==> src/rtl/elevator_pkg.sv <==
// Shared constants and types for the elevator request scheduler.
// Optional build macro: FLOOR_LOCKOUT_EN (per-floor lockout input).
package elevator_pkg;

   localparam int NUM_FLOORS = 7;
   localparam int FLOOR_W    = 3;

   typedef enum logic [1:0] {
      IDLE     = 2'b00,
      SERVE_UP = 2'b01,
      SERVE_DN = 2'b10
   } dir_state_t;

   typedef logic [NUM_FLOORS-1:0] floor_mask_t;

endpackage

==> src/rtl/elevator_dispatcher_if.sv <==
// Button/car-position bundle between the car model and the dispatcher.
// FLOOR_LOCKOUT_EN adds the floor_lockout mask to the bundle.
interface elevator_dispatcher_if;
   import elevator_pkg::*;

   floor_mask_t          car_call;
   floor_mask_t          hall_up;
   floor_mask_t          hall_dn;
   logic [FLOOR_W-1:0]   current_floor;
   logic                 current_up_ndown;
   logic                 deassert_floor;
`ifdef FLOOR_LOCKOUT_EN
   floor_mask_t          floor_lockout;
`endif
   floor_mask_t          queue_status;
   logic                 queue_empty;
   logic                 next_up_ndown;
   logic [1:0]           dir_state;

   modport master (
`ifdef FLOOR_LOCKOUT_EN
      output floor_lockout,
`endif
      output car_call, hall_up, hall_dn,
      output current_floor, current_up_ndown,
      output deassert_floor,
      input  queue_status, queue_empty,
      input  next_up_ndown, dir_state
   );

   modport slave (
`ifdef FLOOR_LOCKOUT_EN
      input  floor_lockout,
`endif
      input  car_call, hall_up, hall_dn,
      input  current_floor, current_up_ndown,
      input  deassert_floor,
      output queue_status, queue_empty,
      output next_up_ndown, dir_state
   );

endinterface

==> src/rtl/elevator_call_latch.sv <==
// One floor's request latch: button edge detect, pending flop,
// clear/lockout take priority over a same-cycle press.
module elevator_call_latch (
   input  logic clk,
   input  logic reset,
   input  logic arm,
   input  logic car,
   input  logic up,
   input  logic dn,
   input  logic clr,
   input  logic lock,
   output logic pend,
   output logic pend_nx
);

   logic car_q;
   logic up_q;
   logic dn_q;
   logic press;

   assign press = arm & ~lock &
                  ((car & ~car_q) |
                   (up  & ~up_q)  |
                   (dn  & ~dn_q));

   always_comb begin
      pend_nx = pend | press;
      if (clr | lock)
         pend_nx = 1'b0;
   end

   always_ff @(posedge clk or posedge reset) begin
      if (reset) begin
         car_q <= 1'b0;
         up_q  <= 1'b0;
         dn_q  <= 1'b0;
         pend  <= 1'b0;
      end else begin
         car_q <= car;
         up_q  <= up;
         dn_q  <= dn;
         pend  <= pend_nx;
      end
   end

endmodule

==> src/rtl/elevator_dispatcher.sv <==
// Collective-control request scheduler: pending set plus scan-direction FSM.
// Optional build macro: FLOOR_LOCKOUT_EN.
module elevator_dispatcher
   import elevator_pkg::*;
(
   input  logic                 clk,
   input  logic                 reset,
   elevator_dispatcher_if.slave bus
);

   localparam logic [1:0] S_IDLE = 2'b00;
   localparam logic [1:0] S_UP   = 2'b01;
   localparam logic [1:0] S_DN   = 2'b10;

   localparam logic [FLOOR_W-1:0] TOP_F = FLOOR_W'(NUM_FLOORS-1);

   logic               armed;
   logic               dea_q;
   logic               clr_edge;
   logic [FLOOR_W-1:0] cf;
   floor_mask_t        pend;
   floor_mask_t        pend_nx;
   floor_mask_t        lock;
   floor_mask_t        act;
   logic               above;
   logic               below;
   logic               empty;
   logic [1:0]         state;
   logic [1:0]         state_nx;
   logic               q_empty;
   logic               nxt_up;

`ifdef FLOOR_LOCKOUT_EN
   assign lock = bus.floor_lockout;
`else
   assign lock = '0;
`endif

   assign cf = (bus.current_floor > TOP_F) ? TOP_F
                                           : bus.current_floor;

   // armed masks the first cycle after reset so a held button is not an edge
   assign clr_edge = armed & bus.deassert_floor & ~dea_q;

   for (genvar i = 0; i < NUM_FLOORS; i++) begin : g_fl
      elevator_call_latch u_latch (
         .clk     (clk),
         .reset   (reset),
         .arm     (armed),
         .car     (bus.car_call[i]),
         .up      (bus.hall_up[i] & (i < NUM_FLOORS-1)),
         .dn      (bus.hall_dn[i] & (i > 0)),
         .clr     (clr_edge & (cf == FLOOR_W'(i))),
         .lock    (lock[i]),
         .pend    (pend[i]),
         .pend_nx (pend_nx[i])
      );
   end

   assign act   = pend & ~lock;
   assign empty = ~|act;

   always_comb begin
      above = 1'b0;
      below = 1'b0;
      for (int j = 0; j < NUM_FLOORS; j++) begin
         if (act[j] && (FLOOR_W'(j) > cf)) above = 1'b1;
         if (act[j] && (FLOOR_W'(j) < cf)) below = 1'b1;
      end
   end

   always_comb begin
      state_nx = state;
      case (state)
         S_IDLE: begin
            if (empty)
               state_nx = S_IDLE;
            else if (above && !below)
               state_nx = S_UP;
            else if (below && !above)
               state_nx = S_DN;
            else if (above && below)
               state_nx = bus.current_up_ndown ? S_UP : S_DN;
            else
               state_nx = (cf < TOP_F) ? S_UP : S_DN;
         end
         S_UP: begin
            if (above)      state_nx = S_UP;
            else if (below) state_nx = S_DN;
            else if (empty) state_nx = S_IDLE;
         end
         S_DN: begin
            if (below)      state_nx = S_DN;
            else if (above) state_nx = S_UP;
            else if (empty) state_nx = S_IDLE;
         end
         default: state_nx = S_IDLE;
      endcase
   end

   always_ff @(posedge clk or posedge reset) begin
      if (reset) begin
         armed   <= 1'b0;
         dea_q   <= 1'b0;
         state   <= S_IDLE;
         q_empty <= 1'b1;
         nxt_up  <= 1'b1;
      end else begin
         armed   <= 1'b1;
         dea_q   <= bus.deassert_floor;
         state   <= state_nx;
         q_empty <= ~|pend_nx;
         if (state_nx == S_UP)
            nxt_up <= 1'b1;
         else if (state_nx == S_DN)
            nxt_up <= 1'b0;
      end
   end

   assign bus.queue_status  = pend;
   assign bus.queue_empty   = q_empty;
   assign bus.dir_state     = state;
   assign bus.next_up_ndown = nxt_up;

endmodule

==> src/flat_wrapper.sv <==
// flat-port wrapper written by rule: the top's interface ports become plain ports
module elevator_dispatcher_flat import elevator_pkg::*;
  (clk, reset, bus_car_call, bus_hall_up, bus_hall_dn, bus_current_floor, bus_current_up_ndown, bus_deassert_floor, bus_queue_status, bus_queue_empty, bus_next_up_ndown, bus_dir_state);
  elevator_dispatcher_if bus_i ();
  input  logic clk;
  input  logic reset;
  input wire logic [$bits(bus_i.car_call)-1:0] bus_car_call;
  input wire logic [$bits(bus_i.hall_up)-1:0] bus_hall_up;
  input wire logic [$bits(bus_i.hall_dn)-1:0] bus_hall_dn;
  input wire logic [$bits(bus_i.current_floor)-1:0] bus_current_floor;
  input wire logic [$bits(bus_i.current_up_ndown)-1:0] bus_current_up_ndown;
  input wire logic [$bits(bus_i.deassert_floor)-1:0] bus_deassert_floor;
  output wire logic [$bits(bus_i.queue_status)-1:0] bus_queue_status;
  output wire logic [$bits(bus_i.queue_empty)-1:0] bus_queue_empty;
  output wire logic [$bits(bus_i.next_up_ndown)-1:0] bus_next_up_ndown;
  output wire logic [$bits(bus_i.dir_state)-1:0] bus_dir_state;
  assign bus_i.car_call = bus_car_call;
  assign bus_i.hall_up = bus_hall_up;
  assign bus_i.hall_dn = bus_hall_dn;
  assign bus_i.current_floor = bus_current_floor;
  assign bus_i.current_up_ndown = bus_current_up_ndown;
  assign bus_i.deassert_floor = bus_deassert_floor;
  assign bus_queue_status = bus_i.queue_status;
  assign bus_queue_empty = bus_i.queue_empty;
  assign bus_next_up_ndown = bus_i.next_up_ndown;
  assign bus_dir_state = bus_i.dir_state;
  elevator_dispatcher u_core (.clk(clk), .reset(reset), .bus(bus_i));
endmodule
==> config.mk <==
export PLATFORM = sky130hd
export DESIGN_NAME = elevator_dispatcher_flat
export DESIGN_NICKNAME = d
export VERILOG_FILES = /design/src/rtl/elevator_pkg.sv /design/src/rtl/elevator_dispatcher_if.sv /design/src/rtl/elevator_call_latch.sv /design/src/rtl/elevator_dispatcher.sv /design/src/flat_wrapper.sv
export SDC_FILE = /design/constraint.sdc
export NUM_CORES = 1
export LEC_CHECK = 0
export ABC_AREA = 0
export BUFFER_PORTS_ARGS = -buffer_cell sky130_fd_sc_hd__buf_4
export CAP_MARGIN = 20
export CORE_ASPECT_RATIO = 0.7
export CORE_MARGIN = 2
export CORE_UTILIZATION = 48
export CTS_BUF_LIST = sky130_fd_sc_hd__clkbuf_2
export DETAILED_ROUTE_END_ITERATION = 16
export GPL_ROUTABILITY_DRIVEN = 0
export GPL_TIMING_DRIVEN = 1
export PLACE_DENSITY = 0.86
export SYNTH_ARGS = -nofsm -noshare
export SYNTH_HDL_FRONTEND = slang
export SYNTH_SLANG_ARGS = --single-unit
==> constraint.sdc <==
create_clock -name clk -period 2 [get_ports clk]
set_input_delay 0.1 -clock clk [delete_from_list [all_inputs] [get_ports clk]]
set_output_delay 0.1 -clock clk [all_outputs]
set_load 0.1 [all_outputs]
==> results_dict.tcl <==
set metrics [dict create \
    run_status "finished, violations left" \
    failed_checks "setup timing" \
    numPortBuffers 36 \
    pin_count_of_the_biggest_net_entering_global_routing 33 \
    finalNetCount 226 \
    first_pass_grt_wire_length_mm 5.451 \
    post_drt_wl_per_cell_um 14.59 \
    clock_sink_count 32 \
    timing.setup.critical_path_class "reg2reg" \
    clk_transition_reported_paths_ns 0.15 \
    synth-seq-cells 32 \
    critical_path.max_fanout 4 \
    grt_setup_unrepaired "true" \
    cellLeakagePower_nw 0.9694 \
    design_power_total_mw 1.724 \
    dieWidth_um 68.53 \
    dp.cells 202 \
    final_antenna_net_count 0 \
    detail_route.drc_violations 0 \
    detail_route.first_pass.iterations 4 \
    worst_ep_arrival_time_ns 2.50 \
    first_global_vias 1289 \
    areaGrowthSynthToFinish_pct 48.39 \
    worstHoldPathType "in2reg" \
    cts_max_level 2 \
    number_of_enable_flip_flop_cells_after_synthesis 0 \
    synth-seq-area-share_pct 57.42 \
    syn_nets 156 \
    post-route-period-util_pct 110.0 \
    synth.lib_cells_used.distinct 37 \
    via_count 1246 \
    achievable_frequency_mhz 454.6 \
    fin_cells 234 \
    startpoint_type "register" \
    tritoncts "built" \
    routed_via_density 5.325 \
    final.setup.worst_slack_ns -0.1999 \
    timing.final.hold_violations 0 \
    design.portCount 39 \
    crit_path_end_kind "register" \
    synth_ff_type "sky130_fd_sc_hd__dfrtp_1" \
    min_period_ns 2.200 \
    worstPathRequired_ns 2.30 \
    floorplan_core_area_um2 2783 \
    drive_gt1_share_pct 41.41 \
    synthesis.instances 127 \
    synthDominantAreaCellType "sky130_fd_sc_hd__dfrtp_1" \
    syn_area_per_cell_um2 11.01 \
    numCtsBuffers 5 \
    power.density_cell_area_nw_per_um2 830.5 \
    die_ht_um 49.17 \
    drv.max_cap_violation_count 0 \
    initial_utilization_pct 50.27 \
    grt_total_ovfl 0 \
    totalNegativeSetupSlack_ns -0.1999 \
    place.detailed.hpwl_mm 2.360 \
    cts.path.max_buffers 2 \
    fp.dieArea_um2 3369 \
    synth.cell_area_um2 1399 \
    post_synth_main_area_contributors "sky130_fd_sc_hd__dfrtp_1 (54%), sky130_fd_sc_hd__a21oi_1 (5.4%), sky130_fd_sc_hd__inv_1 (4.6%)" \
    number_of_synthesis_warnings 0 \
    vdd_drop_max_uv 747.2 \
    final-max-slew-violation-count 0 \
    clock_latency_ns 0.35 \
    detail_route.wirelength_mm 3.414 \
    number_of_failing_setup_endpoints_in_the_final_timing_report 1 \
    globalRouteTotalUtil_pct 22.40 \
    drt_first_iter_violations 122 \
    synth.top_cell.area_share_pct 53.67 \
    finalClockSkew_ns 0.01545 \
    placement_rows 16 \
    antenna_cells 0 \
    number_of_antenna_violations_at_the_first_check_in_global_routing 0 \
    ctsRootBufferMaster "sky130_fd_sc_hd__clkbuf_2" \
    synthArstFlopShare_pct 100.0 \
]
worst max-delay path: stages (launching register included):
cell                       delay [ns]
sky130_fd_sc_hd__dfrtp_2         0.48
sky130_fd_sc_hd__nor4_2          0.37
sky130_fd_sc_hd__o32a_1          0.28
sky130_fd_sc_hd__nor2b_4         0.17
sky130_fd_sc_hd__o21bai_1        0.10
sky130_fd_sc_hd__a22oi_2         0.22
sky130_fd_sc_hd__ha_1            0.26
sky130_fd_sc_hd__mux2_2          0.27
path summary, 6_finish.rpt:
| path | from | to | slack, ns | cells past startpoint |
|---|---|---|---|---|
| min | bus_current_floor[0] | u_core.g_fl[4].u_latch.pend | 0.10 | 3 |
| min in group asynchronous | reset | u_core.g_fl[4].u_latch.up_q | 0.38 | 4 |
| max | u_core.g_fl[1].u_latch.pend | u_core.bus.next_up_ndown | -0.20 | 7 |
| min reg2reg | u_core.bus.next_up_ndown | u_core.bus.next_up_ndown | 0.63 | 1 |
| max in group asynchronous | reset | u_core.bus.queue_empty | 1.28 | 4 |
| max reg2reg | u_core.g_fl[1].u_latch.pend | u_core.bus.next_up_ndown | -0.20 | 7 |
per-layer routing:
layer,vias up,part of all wire [%],GRT usage (%),wire length [µm]
li1,574,-,-,-
met3,10,7.7,7.390,264
met5,-,0,0,0
met1,596,41,25.38,1387
met4,0,1.7,9.667,57
met2,66,50,37.82,1705
cell type report:
cell class                 count  area, µm²
clock buffer                   7      35.03
fill                         199      706.9
timing repair buffer          72      599.3
sequential                    32      809.5
inverter                      19      71.32
tap                           36      45.04
multi-input combinational     67      511.7
clock inverter                 1      3.754
registers in the layout (all words and copies together), names as in the netlist:
| name | flops |
|---|---|
| u_core.g_fl.u_latch.car_q | 7 |
| u_core.g_fl.u_latch.pend | 7 |
| u_core.g_fl.u_latch.up_q | 6 |
| u_core.g_fl.u_latch.dn_q | 6 |
| u_core.bus.dir_state | 2 |
| u_core.armed | 1 |
| u_core.bus.next_up_ndown | 1 |
| u_core.bus.queue_empty | 1 |
| u_core.dea_q | 1 |
power breakdown:
part	internal (mW)	switching (mW)	leakage, nW	total [mW]
sequential	0.714	0.0583	0.350	0.772
clock	0.0937	0.193	0.0306	0.287
combinational	0.244	0.421	0.589	0.665
total	1.05	0.673	0.969	1.72
through the flow:
stage | hold WS (ns) | cell area [µm²] | setup WS, ns | utilization (%)
finish | 0.1044 | 2076 | -0.1999 | 74.60
global route | 0.08048 | 2076 | -0.2263 | 74.60
CTS | 0.07525 | 2051 | -0.1238 | 73.70
detailed placement | 0.2053 | 1748 | -0.2745 | 62.81
global placement | 0.1997 | 1748 | -0.03167 | 62.81
floorplan | 0.1314 | 1408 | 0.009014 | -
repair_timing:
action	CTS	global route
endpoints found under the hold margin	51	0
buffers inserted	1	1
setup endpoints to repair	1	1
resized for setup	9	4
hold buffers	22	0
gates cloned	0	0
pin swaps	4	4
synthesized netlist by cell type, drive strengths merged, types with 2 or more instances:
cell and number:
o22ai 3, nor2b 2, nor2 8, a31oi 2, a22oi 2, and3 2, nor4 2, a21oi 16
buf 9, o221ai 5, nand2b 6, dfstp 2, nor3 4, inv 19, dfrtp 30
logic make-up (layout without fill, tap and decap cells):
kind of cell    after synthesis  count (layout)  synth area share [%]
compound gates               35              35                 16.73
simple gates                 28              28                 13.42
fa+ha+maj                     2               2                 1.610
buf+inv                      28              99                 9.749
mux                           1               1                0.8050
flops                        32              32                 57.42
other cells                   1               1                0.2681
cell usage in the layout, fill, tap and decap left out, types with 2 or more instances in the layout:
| cell | count |
|---|---|
| sky130_fd_sc_hd__buf_4 | 49 |
| sky130_fd_sc_hd__dfrtp_1 | 25 |
| sky130_fd_sc_hd__dlygate4sd3_1 | 22 |
| sky130_fd_sc_hd__inv_1 | 17 |
| sky130_fd_sc_hd__a21oi_1 | 15 |
| sky130_fd_sc_hd__clkbuf_2 | 7 |
| sky130_fd_sc_hd__nor2_1 | 6 |
| sky130_fd_sc_hd__nand2b_1 | 5 |
| sky130_fd_sc_hd__o221ai_1 | 5 |
| sky130_fd_sc_hd__dfrtp_2 | 5 |
| sky130_fd_sc_hd__o22ai_1 | 3 |
| sky130_fd_sc_hd__inv_2 | 2 |
| sky130_fd_sc_hd__nor3_2 | 2 |
| sky130_fd_sc_hd__and3_1 | 2 |
| sky130_fd_sc_hd__nor4_2 | 2 |
| sky130_fd_sc_hd__nor3_1 | 2 |
| sky130_fd_sc_hd__dfstp_2 | 2 |
Note: power is estimated with default switching activity, not from simulation.
